## src/rtl/quad_step_decoder.sv

```systemverilog
// Quadrature encoder front end: two-flop synchronisers, per-channel debounce,
// and Gray-code decode into one-cycle detent pulses plus an illegal-edge error.
module quad_step_decoder #(
  parameter int DEBOUNCE_CYCLES = 16,
  parameter int EDGES_PER_STEP  = 4,
  parameter bit DIR_INVERT      = 1'b0
) (
  input  logic       clk,
  input  logic       rst,
  input  logic       enc_a,
  input  logic       enc_b,
  output logic       step_up,
  output logic       step_dn,
  output logic       err,
  output logic [1:0] phase,
  output logic       ready
);

  localparam logic [7:0]        DEB_MAX  = 8'(DEBOUNCE_CYCLES);
  localparam logic [7:0]        DEB_LAST = 8'(DEBOUNCE_CYCLES - 1);
  localparam logic signed [2:0] ACC_MAX  = 3'(EDGES_PER_STEP - 1);
  localparam logic signed [2:0] ACC_MIN  = -ACC_MAX;

  typedef enum logic {S_INIT, S_RUN} state_t;

  state_t            state_reg, state_next;
  logic [1:0]        enc, sync_bits, filt_bits, init_full;
  logic [1:0]        prev_reg, fill_reg, edge_delta;
  logic              sync_valid, init_load;
  logic signed [2:0] acc_reg, acc_next;
  logic              step_up_reg, step_dn_reg, err_reg, ready_reg;
  logic              step_up_next, step_dn_next, err_next, ready_next;
  logic              up_evt, dn_evt;

  function automatic logic [1:0] gray_idx(input logic [1:0] ab);
    case (ab)
      2'b00:   gray_idx = 2'd0;
      2'b01:   gray_idx = 2'd1;
      2'b11:   gray_idx = 2'd2;
      default: gray_idx = 2'd3;
    endcase
  endfunction

  assign enc        = {enc_a, enc_b};
  // The sync chain holds reset zeros for two cycles; ignore them during INIT.
  assign sync_valid = fill_reg[1];
  assign init_load  = (state_reg == S_INIT) && (&init_full);

  genvar gi;
  generate
    for (gi = 0; gi < 2; gi++) begin : g_chan
      logic       meta_reg, sync_reg, filt_reg;
      logic [7:0] cnt_reg, stable_next;

      // INIT: run length of identical valid samples, saturating at DEB_MAX.
      always_comb begin
        stable_next = '0;
        if (sync_valid) begin
          if (cnt_reg != '0 && sync_reg == prev_reg[gi])
            stable_next = (cnt_reg == DEB_MAX) ? DEB_MAX : cnt_reg + 8'd1;
          else
            stable_next = 8'd1;
        end
      end

      always_ff @(posedge clk) begin
        if (rst) begin
          meta_reg <= 1'b0;
          sync_reg <= 1'b0;
          filt_reg <= 1'b0;
          cnt_reg  <= '0;
        end else begin
          meta_reg <= enc[gi];
          sync_reg <= meta_reg;
          if (state_reg == S_INIT) begin
            if (init_load) begin
              filt_reg <= sync_reg;
              cnt_reg  <= '0;
            end else begin
              cnt_reg <= stable_next;
            end
          end else if (sync_reg == filt_reg) begin
            cnt_reg <= '0;
          end else if (cnt_reg == DEB_LAST) begin
            filt_reg <= sync_reg;
            cnt_reg  <= '0;
          end else begin
            cnt_reg <= cnt_reg + 8'd1;
          end
        end
      end

      assign sync_bits[gi] = sync_reg;
      assign filt_bits[gi] = filt_reg;
      assign init_full[gi] = (stable_next == DEB_MAX);
    end
  endgenerate

  always_ff @(posedge clk) begin
    if (rst) state_reg <= S_INIT;
    else     state_reg <= state_next;
  end

  always_comb begin
    state_next = state_reg;
    if (init_load) state_next = S_RUN;
  end

  assign edge_delta = gray_idx(filt_bits) - gray_idx(prev_reg);

  always_comb begin
    acc_next = acc_reg;
    up_evt   = 1'b0;
    dn_evt   = 1'b0;
    err_next = 1'b0;
    if (state_reg == S_RUN) begin
      unique case (edge_delta)
        2'd1: begin
          if (acc_reg == ACC_MAX) begin
            up_evt   = 1'b1;
            acc_next = '0;
          end else begin
            acc_next = acc_reg + 3'sd1;
          end
        end
        2'd3: begin
          if (acc_reg == ACC_MIN) begin
            dn_evt   = 1'b1;
            acc_next = '0;
          end else begin
            acc_next = acc_reg - 3'sd1;
          end
        end
        2'd2: begin
          err_next = 1'b1;
          acc_next = '0;
        end
        default: ;
      endcase
    end
    step_up_next = DIR_INVERT ? dn_evt : up_evt;
    step_dn_next = DIR_INVERT ? up_evt : dn_evt;
    ready_next   = (state_next == S_RUN);
  end

  always_ff @(posedge clk) begin
    if (rst) begin
      fill_reg    <= '0;
      prev_reg    <= '0;
      acc_reg     <= '0;
      step_up_reg <= 1'b0;
      step_dn_reg <= 1'b0;
      err_reg     <= 1'b0;
      ready_reg   <= 1'b0;
    end else begin
      fill_reg    <= {fill_reg[0], 1'b1};
      // During INIT prev tracks the raw synchronised value as the stability reference.
      prev_reg    <= (state_reg == S_RUN) ? filt_bits : sync_bits;
      acc_reg     <= acc_next;
      step_up_reg <= step_up_next;
      step_dn_reg <= step_dn_next;
      err_reg     <= err_next;
      ready_reg   <= ready_next;
    end
  end

  assign step_up = step_up_reg;
  assign step_dn = step_dn_reg;
  assign err     = err_reg;
  assign phase   = filt_bits;
  assign ready   = ready_reg;

endmodule

```

## config.mk

```make
export PLATFORM = sky130hd
export DESIGN_NAME = quad_step_decoder
export DESIGN_NICKNAME = d
export VERILOG_FILES = /design/src/rtl/quad_step_decoder.sv
export SDC_FILE = /design/constraint.sdc
export NUM_CORES = 1
export LEC_CHECK = 0
export CAP_MARGIN = 15
export CORE_ASPECT_RATIO = 1.25
export CORE_MARGIN = 1
export CORE_UTILIZATION = 45
export CTS_BUF_LIST = sky130_fd_sc_hd__clkbuf_8 sky130_fd_sc_hd__clkbuf_16
export CTS_CLUSTER_DIAMETER = 200
export CTS_CLUSTER_SIZE = 24
export DETAILED_ROUTE_END_ITERATION = 10
export SYNTH_ARGS = -nofsm -noshare
export SYNTH_HDL_FRONTEND = slang
export SYNTH_SLANG_ARGS = --single-unit
```

## constraint.sdc

```tcl
create_clock -name clk -period 2.7 [get_ports clk]
set_clock_uncertainty 0.1 [all_clocks]
set_input_delay 0.54 -clock clk [delete_from_list [all_inputs] [get_ports clk]]
set_output_delay 0.54 -clock clk [all_outputs]
set_load 0.03 [all_outputs]
```

# --- Word level (Yosys, flattened, before mapping) ---
# Index checks and enable logic that the tools add are counted.
word_totals:
  rom_bits: 0
  memories: 0
  wordCells: 95
  input_bits: 4
  output_inout_bits: 6
  ram_bits: 0
  reg_bits: 33
  latchBits: 0
classes:
  reduce_logical: 16
  eq_ne: 23
  mul: 0
  n_mux: 32
  shift: 0
  add_sub_neg: 5
  magnitude_cmp: 0
  n_bitwise: 3
  div: 0
ops:
  columns: ["operator", "count"]
  rows:
  - ["$mux W8", 14]
  - ["$eq A8 B5 Y1 const B", 4]
  - ["$add A8 B1 Y8 const B", 2]
  - ["$eq A8 B4 Y1 const B", 2]
  - ["$reduce_bool A8 Y1", 2]
  - ["$mux W1", 12]
  - ["$pmux W2 S3", 2]
  - ["$pmux W3 S3", 1]
  - ["$eq A2 B2 Y1 const B", 4]
  - ["$eq A2 B1 Y1 const B", 3]
  - ["$eq A3 B3 Y1 const B", 2]
  - ["$mux W3", 2]
  - ["$reduce_and A3 Y1", 2]
  - ["$reduce_or A3 Y1", 2]
  - ["$eq A1 B1 Y1", 4]
  - ["$logic_not A2 Y1", 2]
  - ["$ne A2 B1 Y1 const B", 2]
  - ["$ne A2 B2 Y1 const B", 2]
  - ["$reduce_and A2 Y1", 2]
  - ["$add A3 B2 Y3 const B", 1]
  - ["$logic_and A1 B1 Y1", 3]
  - ["$not A1 Y1", 3]
  - ["$reduce_bool A3 Y1", 1]
  - ["$sub A3 B2 Y3 const B", 1]
  - ["4 further kinds", 4]

# --- Depth between registers and ports, before layout ---
# Gate-level depths: netlist of run 1.
logic_depth:
  depth_word: 9
  depth_mapped: 8
  depth_no_buf: 8

# --- Worst setup path after synthesis of run 1 ---
# No wires, ideal clock.
synth_path:
  path_type: "register -> register"
  startpoint: "reg g_chan[0].cnt_reg[6]"
  endpoint: "reg g_chan[0].filt_reg"
  t_arrival_ns: 2.029
  setup_slack_ns: 0.498
  t_required_ns: 2.527
  period_less_slack_ns: 2.202
  setup_ns: 0.073
  path_buffers: 0
  stages_incl_launch_ff: 7
  path_cell_list: "dfxtp_1 or3_1 or3_4 a2111oi_4 o221ai_2 or3_1 o211ai_2"
synth_via:
  elab_chain_len: 9
  word_cells_on_any_way: 14
  classes_between: "1 x add/sub; 4 x eq/ne; 3 x mux; 6 x reduce/logical"
synth_lines:
  columns: ["element", "line", "rtl"]
  rows:
  - ["start: declaration", "53", "logic [7:0] cnt_reg, stable_next;"]
  - ["start signal: assignment", "80", "cnt_reg <= stable_next;"]
  - ["start signal: assignment", "88", "cnt_reg <= cnt_reg + 8'd1;"]
  - ["$add A8 B1 Y8 (tied with other cells)", "60", "stable_next = (cnt_reg == DEB_MAX) ? DEB_MAX : cnt_reg + 8'd1;"]
  - ["$mux W8 / $logic_and A1 B1 Y1 (equally long branches)", "60, 59", null]
  - ["$mux W8", "59", "if (cnt_reg != '0 && sync_reg == prev_reg[gi])"]
  - ["$mux W8", "58", "if (sync_valid) begin"]
  - ["$eq A8 B5 Y1", "95", "assign init_full[gi] = (stable_next == DEB_MAX);"]
  - ["$reduce_and A2 Y1", "47", "assign init_load = (state_reg == S_INIT) && (&init_full);"]
  - ["$logic_and A1 B1 Y1", "47", null]
  - ["$reduce_bool A2 Y1 (no line)", null, null]
  - ["$reduce_and A3 Y1 (no line) (*)", null, null]
  - ["end signal: assignment", "77", "filt_reg <= sync_reg;"]
  - ["end signal: assignment", "85", "filt_reg <= sync_reg;"]
  - ["end: declaration", "52", "logic meta_reg, sync_reg, filt_reg;"]
# Mark *: on every way between the ends. The rest lies on a longest branch, timed or not.
# A chain may end at the register's enable or synchronous reset.

# --- Worst setup path after layout of run 1 ---
layout_path:
  startpoint: "reg g_chan[1].cnt_reg[6]"
  endpoint: "reg g_chan[1].cnt_reg[2]"
layout_via:
  elab_chain_len: 9
  word_cells_on_any_way: 15
  classes_between: "1 x add/sub; 3 x eq/ne; 7 x mux; 4 x reduce/logical"
layout_lines:
  columns: ["element", "line", "rtl"]
  rows:
  - ["start: declaration", "53", null]
  - ["start signal: assignment", "80", null]
  - ["start signal: assignment", "88", null]
  - ["$add A8 B1 Y8 (tied with other cells)", "60", null]
  - ["$mux W8 / $logic_and A1 B1 Y1 (equally long branches)", "60, 59", null]
  - ["$mux W8", "59", null]
  - ["$mux W8", "58", null]
  - ["$eq A8 B5 Y1", "95", null]
  - ["$reduce_and A2 Y1", "47", null]
  - ["$logic_and A1 B1 Y1", "47", null]
  - ["$mux W8", "76", "if (init_load) begin"]
  - ["$mux W8 (*)", "75", "if (state_reg == S_INIT) begin"]
# Marks and branches as above.

==> results of run 1 <==
## synth_stat cells, types with 2 or more instances
library cell | count | area, um^2
a21oi_1 | 10 | 50.1
nand3_1 | 9 | 45.0
o22ai_1 | 2 | 12.5
a211oi_1 | 2 | 15.0
nand4_1 | 3 | 18.8
nor2b_1 | 8 | 50.1
ha_1 | 12 | 150
a32oi_1 | 2 | 17.5
a22oi_1 | 3 | 22.5
nand3b_1 | 2 | 15.0
or3_1 | 6 | 37.5
and3_1 | 4 | 25.0
mux2i_1 | 3 | 30.0
a21boi_0 | 2 | 15.0
or3_2 | 2 | 15.0
o2111ai_1 | 2 | 17.5
and2_1 | 2 | 12.5
dfxtp_1 | 33 | 661
nor2_1 | 21 | 78.8
xor2_1 | 7 | 61.3
buf_4 | 2 | 15.0
a31oi_1 | 2 | 12.5
nand2_1 | 16 | 60.1
xnor2_1 | 12 | 105
o21ai_0 | 4 | 20.0
clkbuf_1 | 5 | 18.8
inv_1 | 14 | 52.6
## path summary, 6_finish.rpt
check	from	endpoint	slack, ps
max reg2reg	g_chan[1].cnt_reg[6]$_SDFF_PP0_	g_chan[1].cnt_reg[2]$_SDFF_PP0_	340
min	fill_reg[0]$_DFF_P_	fill_reg[1]$_SDFF_PP0_	340
min reg2reg	fill_reg[0]$_DFF_P_	fill_reg[1]$_SDFF_PP0_	340
max	g_chan[1].cnt_reg[6]$_SDFF_PP0_	g_chan[1].cnt_reg[2]$_SDFF_PP0_	340
## power by group
part           switching (uW)  internal, uW  total (uW)
registers                6.37           493         500
clock network             173           172         345
logic                    25.6          22.2        47.8
## metrics by stage
| step | std cells | hold slack [ps] | power, uW | util, % |
|---|---|---|---|---|
| after floorplan | 213 | 314 | 540 | - |
| after global placement | 276 | 319 | 558 | 52.7 |
| after detailed placement | 276 | 330 | 558 | 52.7 |
| after CTS | 284 | 345 | 903 | 54.8 |
| after global routing | 284 | 367 | 927 | 54.8 |
| final | 284 | 337 | 892 | 54.8 |
## per-layer routing
| layer | up-vias | share of wire (%) | routed length (um) | track usage [%] |
|---|---|---|---|---|
| met1 | 726 | 46 | 1750 | 23.3 |
| met3 | 6 | 1.7 | 66 | 4.52 |
| li1 | 788 | - | - | - |
| met4 | 0 | 1.7 | 66 | 9.30 |
| met2 | 13 | 51 | 1940 | 34.7 |
| met5 | - | 0 | 0 | 0 |
## logic make-up (layout without fill, tap and decap cells)
kind of cell	Yosys count	in the layout	share of synthesized area, %
muxes	4	4	2.34
buffers and inverters	21	38	4.62
xor gates and xnor gates	19	19	8.91
AOI/OAI and AO/OA	42	42	17.5
DFF	33	33	35.4
adders and majority gates	12	12	8.04
and+or+nand+nor	82	82	23.2
## cells in the final DEF, fill, tap and decap left out, types with 4 or more instances in the layout
| cell | synthesis | final |
|---|---|---|
| dfxtp_1 | 33 | 33 |
| nor2_1 | 21 | 21 |
| inv_1 | 14 | 17 |
| nand2_1 | 16 | 16 |
| xnor2_1 | 12 | 12 |
| ha_1 | 12 | 12 |
| a21oi_1 | 10 | 10 |
| nand3_1 | 9 | 9 |
| clkdlybuf4s50_1 | 0 | 9 |
| nor2b_1 | 8 | 8 |
| xor2_1 | 7 | 7 |
| buf_4 | 2 | 7 |
| or3_1 | 6 | 6 |
| clkbuf_8 | 0 | 5 |
| and3_1 | 4 | 4 |
| o21ai_0 | 4 | 4 |
## layout make-up
class / instances / area share, %
clock buffers: 5 / 3.24
clock inverters: 3 / 0.530
inverters: 14 / 2.47
multi-input cells: 159 / 52.8
flip-flops and latches: 33 / 31.1
well taps: 54 / 3.18
repair buffers: 16 / 6.71
==> results.cfg, run 1 <==
[layout]
fill_cells = 387
drive_gt1_share_pct = 10.4
largest_register_ffs = 16
ff_latch_area_um2 = 661
diodes = 0
finalNetCount = 245
design_area_um2 = 2120
syn_to_final_growth_pct = 13.7
multi_input_area_um2 = 1120

[clocking]
hold_buffers = 0
clk_latency_ps = 290
cts.sink_count = 33
cts_tree = yes
path_clk_slew_ps = 70
htree_levels = 2
cts_setup_buffers = 0
cts_buffers = 5
clockBufferDepth = 2
cts-root-buf = clkbuf_8
ctsResizeCount = 0

[sta]
finalCritPeriodShare_pct = 87.5
maxSlewViolCount = 0
setup_viol = 0
tns_ps = 0
slew_headroom_pct = 74.6
worst_slew_pin_slew_ps = 379
grt_setup_unrepaired = false
fmax_mhz = 423
final_hold_viol_count = 0
fin_ws_ps = 338
fin_crit_ps = 2360

[critical_path]
worstPathArrival_ps = 2420
critical_path.max_stage_delay_ps = 540
slowest_stage = or4b_4
cp-end-kind = register
worstRegToRegCells = 6
cp_max_fo = 6
cp_cell_sequence = or3_1, or4b_4, mux2i_2, o221ai_2, o21ai_2, a21boi_0
cpLargestDelayFamily = simple AND/OR/NAND/NOR gates
critPathLaunchType = register
cp_num_cells = 6
worstSetupPathType = reg -> reg
critPathRequiredTime_ps = 2760
path_buf_inv = 0

[grt]
grt_start_max_net_pins = 16
grt_first_pass_wirelength_mm = 6.57
grt_pass1_vias = 1516
overflow = 0
grt_usage_pct = 20.0
antenna_found_initial = 0

[placed_design]
port_buffers = 9
dpl.hpwl_mm = 2.90
post-place-ws_ps = 340
globalplace.congestion = 0.742
post_dp_cell_area_um2 = 2040

[die]
initial_utilization_pct = 48.2
dieArea_um2 = 4410
io_pins = 10
die_h_um = 74.0
core-area_um2 = 3880
chipWidth_um = 59.6
rows = 25

[routing]
avgViaCountPerCell = 5.40
dr.first_iter.drc_count = 83
wl_per_cell_um = 13.5
ant_nets = 0
wl_mm = 3.83
drc = 0
firstDrtPassIters = 4
via_count = 1533

[synth]
ys.warnings.count = 0
syn-num-nets = 229
syn_inst = 213
synth_ff_type = dfxtp_1
synth_enable_flop_cells = 0
syn_area_um2 = 1870
synth-seq-cells = 33
synthArstFlopShare_pct = 0
synth.avg_cell_area_um2 = 8.77
yosysSeqAreaShare_pct = 35.4
synth_cell_types = 50

[min_path]
hp-class = reg -> reg
hold_depth = 1

[pwr]
vdd_drop_max_mv = 0.252
p_leak_uw = 0.000792
powerDensity_nw_per_um2 = 420

[outcome]
status = finished, final reports clean

[job]
maxCapViolCount = 0
Power figures use the tool's default switching activity.
==> inputs of run 2 (changes only) <==
--- a/config.mk
+++ b/config.mk
@@ -8,7 +8,7 @@
 export CAP_MARGIN = 15
 export CORE_ASPECT_RATIO = 1.25
 export CORE_MARGIN = 1
-export CORE_UTILIZATION = 45
+export CORE_UTILIZATION = 30
 export CTS_BUF_LIST = sky130_fd_sc_hd__clkbuf_8 sky130_fd_sc_hd__clkbuf_16
 export CTS_CLUSTER_DIAMETER = 200
 export CTS_CLUSTER_SIZE = 24
==> run 2 against run 1 <==
Via count fell by 0.65%. Highest routed layer unchanged. Sequential share of layout area is 1.0 points lower. Register-to-register slack gained 30 ps. Die area increased by 48%.
==> results.cfg, run 2 (synthesis results as in run 1) <==
[critical_path]
cp_num_cells = 6
cp_cell_sequence = or3_1, or3_4, a2111oi_4, o221ai_2, o21ai_2, a21boi_0
critPathRequiredTime_ps = 2760
cpLargestDelayFamily = compound AO/OA/AOI/OAI gates
worstRegToRegCells = 6
cp-end-kind = register
slowest_stage = or3_1
path_buf_inv = 0
critical_path.max_stage_delay_ps = 410
cp_max_fo = 6
critPathLaunchType = register
worstSetupPathType = reg -> reg
worstPathArrival_ps = 2390

[sta]
worst_slew_pin_slew_ps = 556
fin_crit_ps = 2330
tns_ps = 0
fmax_mhz = 429
finalCritPeriodShare_pct = 86.3
final_hold_viol_count = 0
slew_headroom_pct = 62.7
maxSlewViolCount = 0
grt_setup_unrepaired = false
setup_viol = 0

[die]
chipWidth_um = 72.6
dieArea_um2 = 6550
initial_utilization_pct = 31.7
core-area_um2 = 5900
die_h_um = 90.2
io_pins = 10
rows = 31

[layout]
drive_gt1_share_pct = 11.3
ff_latch_area_um2 = 661
fill_cells = 641
syn_to_final_growth_pct = 17.5
multi_input_area_um2 = 1120
largest_register_ffs = 16
final_common_cell = dfxtp_1
diodes = 0
mostFrequentLayoutCells = 33 x dfxtp_1, 21 x nor2_1, 16 x nand2_1
finalNetCount = 245
final_cell_count_no_fill = 312

[clocking]
cts-root-buf = clkbuf_8
cts_tree = yes
clockBufferDepth = 2
cts.sink_count = 33
ctsResizeCount = 0
path_clk_slew_ps = 70
cts_setup_buffers = 0
clk_latency_ps = 290
hold_buffers = 0
htree_levels = 2
cts_buffers = 5

[routing]
firstDrtPassIters = 4
dr.first_iter.drc_count = 33
ant_nets = 0
wl_per_cell_um = 12.0
via_count = 1523
wl_mm = 3.73
avgViaCountPerCell = 4.88
drc = 0

[placed_design]
placed_cells_incl_taps = 304
dpl.hpwl_mm = 2.79
port_buffers = 9
globalplace.congestion = 0.797

[min_path]
hp-class = reg -> reg
hold_depth = 1

[outcome]
status = finished, final reports clean

[grt]
grt_start_max_net_pins = 16
overflow = 0
antenna_found_initial = 0
grt_usage_pct = 12.8
grt_pass1_vias = 1447
grt_first_pass_wirelength_mm = 6.56

[pwr]
powerDensity_nw_per_um2 = 467
p_leak_uw = 0.000802
vdd_drop_max_mv = 0.309

[job]
maxCapViolCount = 0
run 2: cell count changes in the layout (fill, tap and decap cells not counted):
cell / before / now
bufinv_16: 0 / 1
clkbuf_8: 5 / 6
inv_1: 17 / 15
run 2: where the power goes:
| part | leakage (uW) | total, uW | internal [uW] | switching [uW] |
|---|---|---|---|---|
| sequential | 0.000268 | 499 | 493 | 6.25 |
| combinational | 0.000472 | 47.3 | 21.7 | 25.6 |
| clock | 0.0000626 | 478 | 297 | 181 |
| total | 0.000802 | 1030 | 812 | 213 |
run 2: cell type report:
class | instances | share of cell area [%]
multi-input cells | 159 | 51.1
flip-flops and latches | 33 | 30.1
repair buffers | 16 | 6.50
well taps | 82 | 4.67
clock buffers | 6 | 3.76
inverters | 14 | 2.39
clock inverters | 2 | 1.54
run 2: path summary, 6_finish.rpt:
check                                       start                         endpoint  slack (ps)
setup / recovery  g_chan[0].cnt_reg[6]$_SDFF_PP0_  g_chan[1].cnt_reg[1]$_SDFF_PP0_         370
hold / removal      g_chan[1].meta_reg$_SDFF_PP0_    g_chan[1].sync_reg$_SDFF_PP0_         340
setup reg to reg  g_chan[0].cnt_reg[6]$_SDFF_PP0_  g_chan[1].cnt_reg[1]$_SDFF_PP0_         370
hold reg to reg     g_chan[1].meta_reg$_SDFF_PP0_    g_chan[1].sync_reg$_SDFF_PP0_         340
run 2: worst reg2reg max path, delay by kind of cell, from the launching register on:
| kind | cells | cell delay, ps |
|---|---|---|
| compound gates | 4 | 930 |
| flops | 1 | 360 |
| simple gates | 2 | 820 |
run 2: per-layer routing:
metal	track usage [%]	vias up	routed length [um]
li1	-	792	-
met3	2.69	5	60
met1	15.2	717	1720
met2	21.5	9	1870
met4	5.88	0	80
met5	0	-	0
run 2: through the flow:
step	power, uW	hold WS, ps	util, %	area [um^2]	setup WS [ps]
2_1_floorplan	540	314	-	1870	498
3_3_place_gp	558	322	35.3	2080	389
3_5_place_dp	558	320	35.3	2080	378
4_1_cts	1040	338	37.2	2200	355
5_1_grt	1070	357	37.2	2200	185
6_report	1030	338	37.2	2200	370
==> RTL edit (config.mk and constraints of run 2) <==
Make the reset (`rst`) asynchronous in 3 clocked blocks. Comments in the files are not updated.
--- a/src/rtl/quad_step_decoder.sv
+++ b/src/rtl/quad_step_decoder.sv
@@ -63,7 +63,7 @@
         end
       end
 
-      always_ff @(posedge clk) begin
+      always_ff @(posedge clk or posedge rst) begin
         if (rst) begin
           meta_reg <= 1'b0;
           sync_reg <= 1'b0;
@@ -96,7 +96,7 @@
     end
   endgenerate
 
-  always_ff @(posedge clk) begin
+  always_ff @(posedge clk or posedge rst) begin
     if (rst) state_reg <= S_INIT;
     else     state_reg <= state_next;
   end
@@ -143,7 +143,7 @@
     ready_next   = (state_next == S_RUN);
   end
 
-  always_ff @(posedge clk) begin
+  always_ff @(posedge clk or posedge rst) begin
     if (rst) begin
       fill_reg    <= '0;
       prev_reg    <= '0;
Behaviour: no difference found for any inputs over 10 cycles, from zero or initial values and one cycle with rst high; that may be too few to reach the edited logic, so the function may still have changed.
==> RTL edit against run 2 <==
  * The flow now finishes with violations (setup timing)
  * Count of clock-buffer cells in the layout stayed put
  * Area after synthesis is 4.2% higher
  * Sequential cell count stayed put
  * Design area is 5.8% higher
  * Wire length is 1.7% lower
  * Setup slack worse by 0.39 ns
  * Largest cell class unchanged
Power is not compared: it rests on default switching activity, and its combinational part moved more than twofold at a synthesized area within 25%.
==> RTL edit: results (changes against run 2) <==
* result of the run: finished, violations left
* violations in the final reports: setup timing
* worst hold-check path type: reg -> reg
* worst-path cell with the longest stage delay: sky130_fd_sc_hd__or4b_4
* global-route total usage across every layer: 0.122, -0.00542
* number of antenna violations at the first check in global routing: 0, unchanged
* clock insertion delay at the later pin of the skew report: 0.28 ns
* largest buffer count on any clock path: 2, unchanged
* clock transition time at the flip-flop clock pins of the worst setup and hold paths: 0.07 ns, about the same
* total number of nets in the final design: 234, -4.5%
* gpl congestion: 0.845, +6.0%
* Slew @ Worst Pin: 0.555 ns, -0.000444 ns
* worst setup margin: -0.0203 ns, -0.390 ns
* most frequent cells after synthesis: 33 x sky130_fd_sc_hd__dfrtp_1, 19 x sky130_fd_sc_hd__nand2_1, 16 x sky130_fd_sc_hd__nor2_1, 15 x sky130_fd_sc_hd__inv_1, 12 x sky130_fd_sc_hd__ha_1
* arrival time worst endpoint: 2.79 ns, +0.40 ns
* FILL cells: 619, -3.4%
* syn nets: 214, -6.6%
* total inserted antenna cells: 0, unchanged
* number of buffers inserted during clock tree synthesis: 5, unchanged
* first-pass GRT wire length: 6350 µm, -3.2%
* worst supply voltage drop on vdd: 0.000363 V
* GR Util met2: 0.193, -0.0218
* GRT met1 Usage: 0.156, +0.00404
* placed wire-length estimate after detailed placement: 2670 µm, -4.3%
* fraction of the yosys area taken by sequential cells: 0.424, +0.0708
* highest cell delay on the worst timing path: 0.54 ns, +0.13 ns
* DRT iter0 DRCs: 57, +73%
* WL final: 3670 µm, -1.7%
* total via count in the routed design: 1435, -5.8%
* largest cells by area after synthesis: sky130_fd_sc_hd__dfrtp_1 42%, sky130_fd_sc_hd__ha_1 7.7%, sky130_fd_sc_hd__xnor2_1 5.0%, sky130_fd_sc_hd__nand2_1 3.7%, sky130_fd_sc_hd__xor2_1 3.2%
* Yosys warning count: 0, unchanged
* final setup fails: 1, +1
* Post-DP Area: 0.00217 mm², +4.3%
* flip-flop count of the largest register after layout: 16, unchanged
* fraction of layout cells with a size suffix above 1: 0.169, +0.0559
* LEAKAGE: 0.00103 µW
* count of unique library cells instantiated by Yosys: 46, -8.0%
* CP max FO: 3, -3
* asr flop ratio synth: 1.00, +1.00
* met3 global-route usage: 0.0231, -0.00383
* largest net degree at the start of global routing: 34, +18
RTL edit: cell count changes after synthesis, moves of 5 or more:
cell,change
sky130_fd_sc_hd__dfrtp_1,+33
sky130_fd_sc_hd__nor2b_1,-5
sky130_fd_sc_hd__a21oi_1,-6
sky130_fd_sc_hd__nor2_1,-5
sky130_fd_sc_hd__nor3_1,+5
sky130_fd_sc_hd__dfxtp_1,-33
RTL edit: report_power, final:
group          internal [µW]  leakage, µW  switching, µW
clock network            297    0.0000626            179
logic                   71.2     0.000533           90.0
registers                510     0.000438           16.4
RTL edit: final timing paths:
| path | from | endpoint | slack, ns | cells after the start |
|---|---|---|---|---|
| max | g_chan[0].cnt_reg[7] | g_chan[0].filt_reg | -0.02 | 7 |
| min | g_chan[1].meta_reg | g_chan[1].sync_reg | 0.25 | 0 |
| max reg2reg | g_chan[0].cnt_reg[7] | g_chan[0].filt_reg | -0.02 | 7 |
| min reg2reg | g_chan[1].meta_reg | g_chan[1].sync_reg | 0.25 | 0 |
| max in group asynchronous | rst | g_chan[1].cnt_reg[1] | 1.65 | 3 |
| min in group asynchronous | rst | g_chan[1].sync_reg | 0.55 | 3 |
RTL edit: stage by stage:
step / setup WS (ns) / TNS (ns) / cells
after global routing: -0.0780 / -0.230 / 304
after detailed placement: -0.0707 / -0.0707 / 295
after CTS: 0.00536 / 0 / 303
after global placement: -0.0406 / -0.0406 / 295
final: -0.0203 / -0.0203 / 304
after floorplan: 0.00821 / 0 / 198
RTL edit: metal layers:
| layer | wire [µm] | part of all wire |
|---|---|---|
| met3 | 65 | 0.018 |
| met5 | 0 | 0 |
| met4 | 61 | 0.017 |
| met2 | 1840 | 0.50 |
| met1 | 1700 | 0.46 |
RTL edit: logic make-up (layout without fill, tap and decap cells):
group,after synthesis,count (layout),share of synthesized area
compound gates,35,35,0.143
xor+xnor,18,18,0.0810
fa+ha+maj,12,12,0.0772
buf+inv,23,44,0.0572
flops,33,33,0.424
mux,4,4,0.0251
other cells,1,1,0.00193
simple gates,72,72,0.190
RTL edit: cell type report:
class | instances | area (µm²) | area share
clock buffer | 6 | 82.6 | 0.0355
clock inverter | 2 | 33.8 | 0.0145
inverter | 15 | 56.3 | 0.0242
multi-input combinational | 142 | 1040 | 0.447
sequential | 33 | 826 | 0.355
tap | 85 | 106 | 0.0458
timing repair buffer | 21 | 180 | 0.0775
RTL edit: repair_timing:
item                                   CTS  global route
endpoints found under the hold margin    0             0
resized for setup                        0             5
setup buffers                            0             1
setup endpoints to repair                1             1
pin swaps                                1             5
RTL edit: critical path, delay by kind of cell, from the launching register on:
kind,cells,cell delay [ns]
muxes,1,0.29
DFF,1,0.38
AOI/OAI and AO/OA,4,0.91
and+or+nand+nor,2,0.93
